`src/rtl/rbm_pkg.sv`:
```
// Shared fixed-point constants and the controller state type for the RBM datapath.
package rbm_pkg;

    localparam int          FRAC_BITS = 8;
    localparam logic [15:0] ONE_Q88   = 16'h0100;
    localparam logic [15:0] SAT_MAX   = 16'h7FFF;
    localparam logic [15:0] SAT_MIN   = 16'h8001;

    typedef enum logic [1:0] {
        IDLE  = 2'd0,
        ACCUM = 2'd1,
        DONE  = 2'd2
    } state_t;

endpackage

```
`src/rtl/sat_narrow.sv`:
```
// Symmetric saturating narrower: clamps a wide signed value to +/-(2^(OUT_W-1)-1).
module sat_narrow #(
    parameter int IN_W  = 21,
    parameter int OUT_W = 16
) (
    input  logic signed [IN_W-1:0]  acc_in,
    output logic        [OUT_W-1:0] sat_out
);

    localparam logic signed [IN_W-1:0] POS_LIM = {{(IN_W-OUT_W+1){1'b0}}, {(OUT_W-1){1'b1}}};
    localparam logic signed [IN_W-1:0] NEG_LIM = -POS_LIM;

    // Most-negative code is never produced, so a downstream negate cannot overflow.
    always_comb begin
        if (acc_in > POS_LIM) begin
            sat_out = {1'b0, {(OUT_W-1){1'b1}}};
        end else if (acc_in < NEG_LIM) begin
            sat_out = {1'b1, {(OUT_W-2){1'b0}}, 1'b1};
        end else begin
            sat_out = acc_in[OUT_W-1:0];
        end
    end

endmodule

```
`src/rtl/hidden_accumulator.sv`:
```
// RBM hidden-unit pre-activation: bias + sum(w_i * v_i), saturated to Q8.8 for the sigmoid stage.
// state | meaning
// IDLE  | waiting for start; no beats accepted, no result offered
// ACCUM | accepting weight/visible beats until N_VISIBLE have been taken
// DONE  | saturated result held on out_sum until the consumer takes it
module hidden_accumulator
    import rbm_pkg::*;
#(
    parameter int input_bitlength = 16,
    parameter int N_VISIBLE       = 16,
    parameter int CNT_W           = $clog2(N_VISIBLE + 1)
) (
    input  logic                       clk,
    input  logic                       rst_n,
    input  logic                       start,
    input  logic [input_bitlength-1:0] bias_in,
    input  logic                       clear,
    input  logic                       in_valid,
    output logic                       in_ready,
    input  logic [input_bitlength-1:0] weight_in,
    input  logic                       v_bit,
    output logic                       out_valid,
    input  logic                       out_ready,
    output logic [input_bitlength-1:0] out_sum,
    output logic                       busy
);

    localparam int ACC_W = input_bitlength + CNT_W + 1;
    localparam logic [CNT_W-1:0] LAST_BEAT = CNT_W'(N_VISIBLE - 1);

    state_t                      state, state_d;
    logic signed [ACC_W-1:0]     acc, acc_d;
    logic        [CNT_W-1:0]     cnt, cnt_d;
    logic [input_bitlength-1:0]  sum_q, sat_val;
    logic                        load_out;
    logic signed [ACC_W-1:0]     bias_ext, weight_ext;

    assign bias_ext   = ACC_W'(signed'(bias_in));
    assign weight_ext = ACC_W'(signed'(weight_in));

    always_comb begin
        state_d  = state;
        acc_d    = acc;
        cnt_d    = cnt;
        load_out = 1'b0;
        if (clear) begin
            state_d = IDLE;
            acc_d   = '0;
            cnt_d   = '0;
        end else begin
            case (state)
                IDLE: begin
                    if (start) begin
                        acc_d   = bias_ext;
                        cnt_d   = '0;
                        state_d = ACCUM;
                    end
                end
                ACCUM: begin
                    if (in_valid) begin
                        if (v_bit) begin
                            acc_d = acc + weight_ext;
                        end
                        cnt_d = cnt + 1'b1;
                        if (cnt == LAST_BEAT) begin
                            state_d  = DONE;
                            load_out = 1'b1;
                        end
                    end
                end
                DONE: begin
                    if (out_ready) begin
                        state_d = IDLE;
                        // Handshake and a new start in the same cycle chain jobs without an idle bubble.
                        if (start) begin
                            acc_d   = bias_ext;
                            cnt_d   = '0;
                            state_d = ACCUM;
                        end
                    end
                end
                default: begin
                    state_d = IDLE;
                end
            endcase
        end
    end

    sat_narrow #(
        .IN_W  (ACC_W),
        .OUT_W (input_bitlength)
    ) u_sat (
        .acc_in  (acc_d),
        .sat_out (sat_val)
    );

    always_ff @(posedge clk or negedge rst_n) begin
        if (!rst_n) begin
            state <= IDLE;
            acc   <= '0;
            cnt   <= '0;
            sum_q <= '0;
        end else begin
            state <= state_d;
            acc   <= acc_d;
            cnt   <= cnt_d;
            if (load_out) begin
                sum_q <= sat_val;
            end
        end
    end

    assign in_ready  = (state == ACCUM);
    assign out_valid = (state == DONE);
    assign busy      = (state != IDLE);
    assign out_sum   = sum_q;

endmodule

```
`config.mk`:
```
export PLATFORM = sky130hd
export DESIGN_NAME = hidden_accumulator
export DESIGN_NICKNAME = d
export VERILOG_FILES = /design/src/rtl/rbm_pkg.sv /design/src/rtl/sat_narrow.sv /design/src/rtl/hidden_accumulator.sv
export SDC_FILE = /design/constraint.sdc
export NUM_CORES = 1
export LEC_CHECK = 0
export ABC_AREA = 0
export CAP_MARGIN = 15
export CORE_MARGIN = 2
export CORE_UTILIZATION = 70
export CTS_BUF_LIST = sky130_fd_sc_hd__clkbuf_4 sky130_fd_sc_hd__clkbuf_8 sky130_fd_sc_hd__clkbuf_16
export DETAILED_ROUTE_END_ITERATION = 7
export DONT_BUFFER_PORTS = 1
export PLACE_DENSITY = 0.83
export REMOVE_ABC_BUFFERS = 1
export SYNTH_ARGS = -nofsm -noshare
export SYNTH_HDL_FRONTEND = slang
export SYNTH_SLANG_ARGS = --single-unit
```
`constraint.sdc`:
```
create_clock -name clk -period 7.3 [get_ports clk]
set_input_delay 1.46 -clock clk [delete_from_list [all_inputs] [get_ports clk]]
set_output_delay 1.46 -clock clk [all_outputs]
set_load 0.02 [all_outputs]
```
==> results.ini <==
[route]
routed_via_density = 7.03
ant_nets = 0
first_pass_iters = 5
drc = 0
vias = 3559
wl_um = 10400
wl_per_cell_um = 20.6
drt_iter0_drc = 371

[setup_path]
reg2reg_from = acc[14]
critPathRequiredTime_ns = 7.45
start_kind = primary input
cp.arrival_ns = 4.93
rrSetupSlack_ns = 3.31
reg2regPathDepth = 11
cp_max_fo = 16
path_class = in -> reg
worstSetupEndpointType = flop
r2r_end = out_sum[6]

[synth]
ys_top_cells_by_area = dfrtp_1 (30%), ha_1 (7.6%), a21oi_1 (5.6%)
seq_area_frac_synth_pct = 29.8
synth-seq-cells = 45
yosys.area.top_type = dfrtp_1
synth_top_flop_cell = dfrtp_1
synth-compound-area-share_pct = 29.5
syn_avg_cell_area_sq_um = 8.44
ys_async_sr_fraction_pct = 100
syn-cell-area_sq_mm = 0.00378
yosysMostFrequentCell = nor2_1
ys_warn_count = 0
synthMuxAreaShare_pct = 2.22
synthSimpleGateAreaFrac_pct = 23.1
synth_top_family_by_area = compound AO/OA/AOI/OAI gates
syn_inst = 448
synth.top_cells.by_count = nor2_1 (49), dfrtp_1 (45), a21oi_1 (42)
netlist-cell-type-count = 86
synth_top_area_share_pct = 29.8
synthXorXnorAreaFrac_pct = 1.16
synth_edf_count = 0
synthAdderAreaFrac_pct = 8.14

[grt]
grt_max_degree = 46
grt_pass1_vias = 3415
grt.total_usage_pct = 35.7
antenna_found_initial = 0
grt_pass1_wl_um = 17000
grt_remaining_overflow = 0

[clock_tree]
cts_resized = 0
insertion_delay_ns = 0.30
path_clk_slew_ns = 0.09
cts_sinks = 45
postCtsSetupBuffers = 0
cts_tree = done
cts_made_buffers = 5
cts_hold_buf = 0
htreeDepth = 2
clk_path_buf_depth = 2
cts_root_buf = clkbuf_8

[place]
port-buffer-count = 0
dpl.hpwl_um = 7790
gp_congestion = 0.937
dp_cells = 497
place_area_sq_mm = 0.00370

[floorplan]
start_util_pct = 73.1
die_x_um = 77.5
die-area_sq_mm = 0.00601
ios = 58
die_h_um = 77.5
num_rows = 26
core_area_sq_mm = 0.00517

[run_status]
outcome = finished, final reports clean

[timing]
layout_min_cycle_time_ns = 4.77
fin_hold_ws_ns = 0.517
tightest_slew_ns = 0.805
slew_headroom_pct = 46.3
skew_ns = 0.0118
slew_violations = 0
setup_viol = 0
period_share_pct = 65.4
setup_tns_ns = 0
fmax_mhz = 210
hold_viol_final = 0
rsz0062_at_grt = no

[finish]
area_growth_pct = 0.628
fin_cells = 506
layout-drive-gt1-share_pct = 10.1
fin_util_pct = 73.6
fin_nets = 498
fill_cells = 414
stdcell_area_sq_mm = 0.00381
antenna_cells = 0

[min_path]
hold_start = cnt[4]
min_path_type = reg -> reg
hold_path_end = cnt[4]
min_path_cells = 2

[power_and_ir_drop]
p_comb_share_pct = 32.0
pwr_density_cell_mw_per_mm2 = 168
intPower_uw = 409
p_seq_share_pct = 42.7
switchingPower_uw = 231
p_leak_uw = 0.00170
switching_share_pct = 36.1
clkPwrFrac_pct = 25.3
irDropWorstVdd_uv = 186

[flow_run]
cap_violations = 0

-- cell usage in the layout (no fill, tap or decap), types with 3 or more instances in the layout --
cell and count:
nor2b_1 3, a21oi_1 42, or3_1 6, mux2_2 3, dfrtp_1 45, o21ai_0 26, and3_1 5, a2111oi_0 3
nand4_1 6, nand3_1 12, o22a_1 5, nand2_1 39, clkbuf_8 5, nor3_1 11, o21a_1 8, and2_1 4
a31oi_1 3, inv_1 14, a31o_2 5, nor2_1 49, o22ai_1 12, o211ai_1 5, a211oi_1 5, a21o_1 6
ha_1 23, nand2b_1 3, xor2_1 3, mux2i_1 5, a22oi_1 8
-- worst max path at each step --
stage / end / startpoint / cells past startpoint
finish: out_sum[6] / weight_in[0] / 13
global route: out_sum[8] / weight_in[0] / 13
CTS: out_sum[6] / weight_in[0] / 13
detailed placement: out_sum[6] / weight_in[0] / 13
global placement: out_sum[5] / weight_in[0] / 13
floorplan: out_sum[10] / weight_in[0] / 13
-- per-layer routing --
metal | routed length [um] | GRT usage, % | up-vias
li1 | - | - | 1671
met1 | 4320 | 48.0 | 1655
met2 | 4740 | 56.7 | 203
met3 | 1090 | 9.19 | 30
met4 | 285 | 11.4 | 0
met5 | 0 | 0 | -
-- flip-flops by register name, indices dropped and copies added (netlist names) --
name / flops
cnt: 5
state: 2
acc: 22
out_sum: 16
-- final cells by class --
cell class / count / area, sq um / share of cell area (%)
well taps: 70 / 87.6 / 2.30
repair buffers: 2 / 18.8 / 0.493
multi-input cells: 366 / 2430 / 63.7
inverters: 15 / 56.3 / 1.48
clock buffers: 6 / 76.3 / 2.01
flip-flops and latches: 45 / 1130 / 29.6
clock inverters: 2 / 15.0 / 0.394
-- through the flow --
step | total power (uW) | worst slack, ns
floorplan | 428 | 2.79
detailed placement | 475 | 2.27
CTS | 631 | 2.54
global placement | 471 | 2.35
finish | 640 | 2.53
global route | 670 | 2.24
-- kinds of logic after synthesis --
kind of cell / count (synthesis)
AND/OR/NAND/NOR: 167
AO/OA/AOI/OAI: 162
flip-flops: 45
buffers and inverters: 37
adder cells (fa/ha/maj): 24
multiplexers: 8
XOR/XNOR: 5
-- power by group through the flow --
| stage | clock, uW | combinational, uW | sequential [uW] |
|---|---|---|---|
| global placement | 0 | 194 | 277 |
| finish | 162 | 205 | 273 |
| CTS | 160 | 199 | 272 |
| global route | 171 | 225 | 274 |
| detailed placement | 0 | 197 | 277 |
| floorplan | 0 | 156 | 272 |
-- worst max-delay path, stage by stage --
cell	delay, ns
ha_1	0.15
inv_1	0.06
fa_1	0.37
and2b_1	0.25
o21a_1	0.23
o21ai_2	0.11
o31a_1	0.34
o2111ai_1	0.27
nand3_2	0.12
nor4b_1	0.37
a31oi_2	0.39
nor3_2	0.68
nor2_1	0.12
No activity file was read; power rests on OpenSTA's default activity.
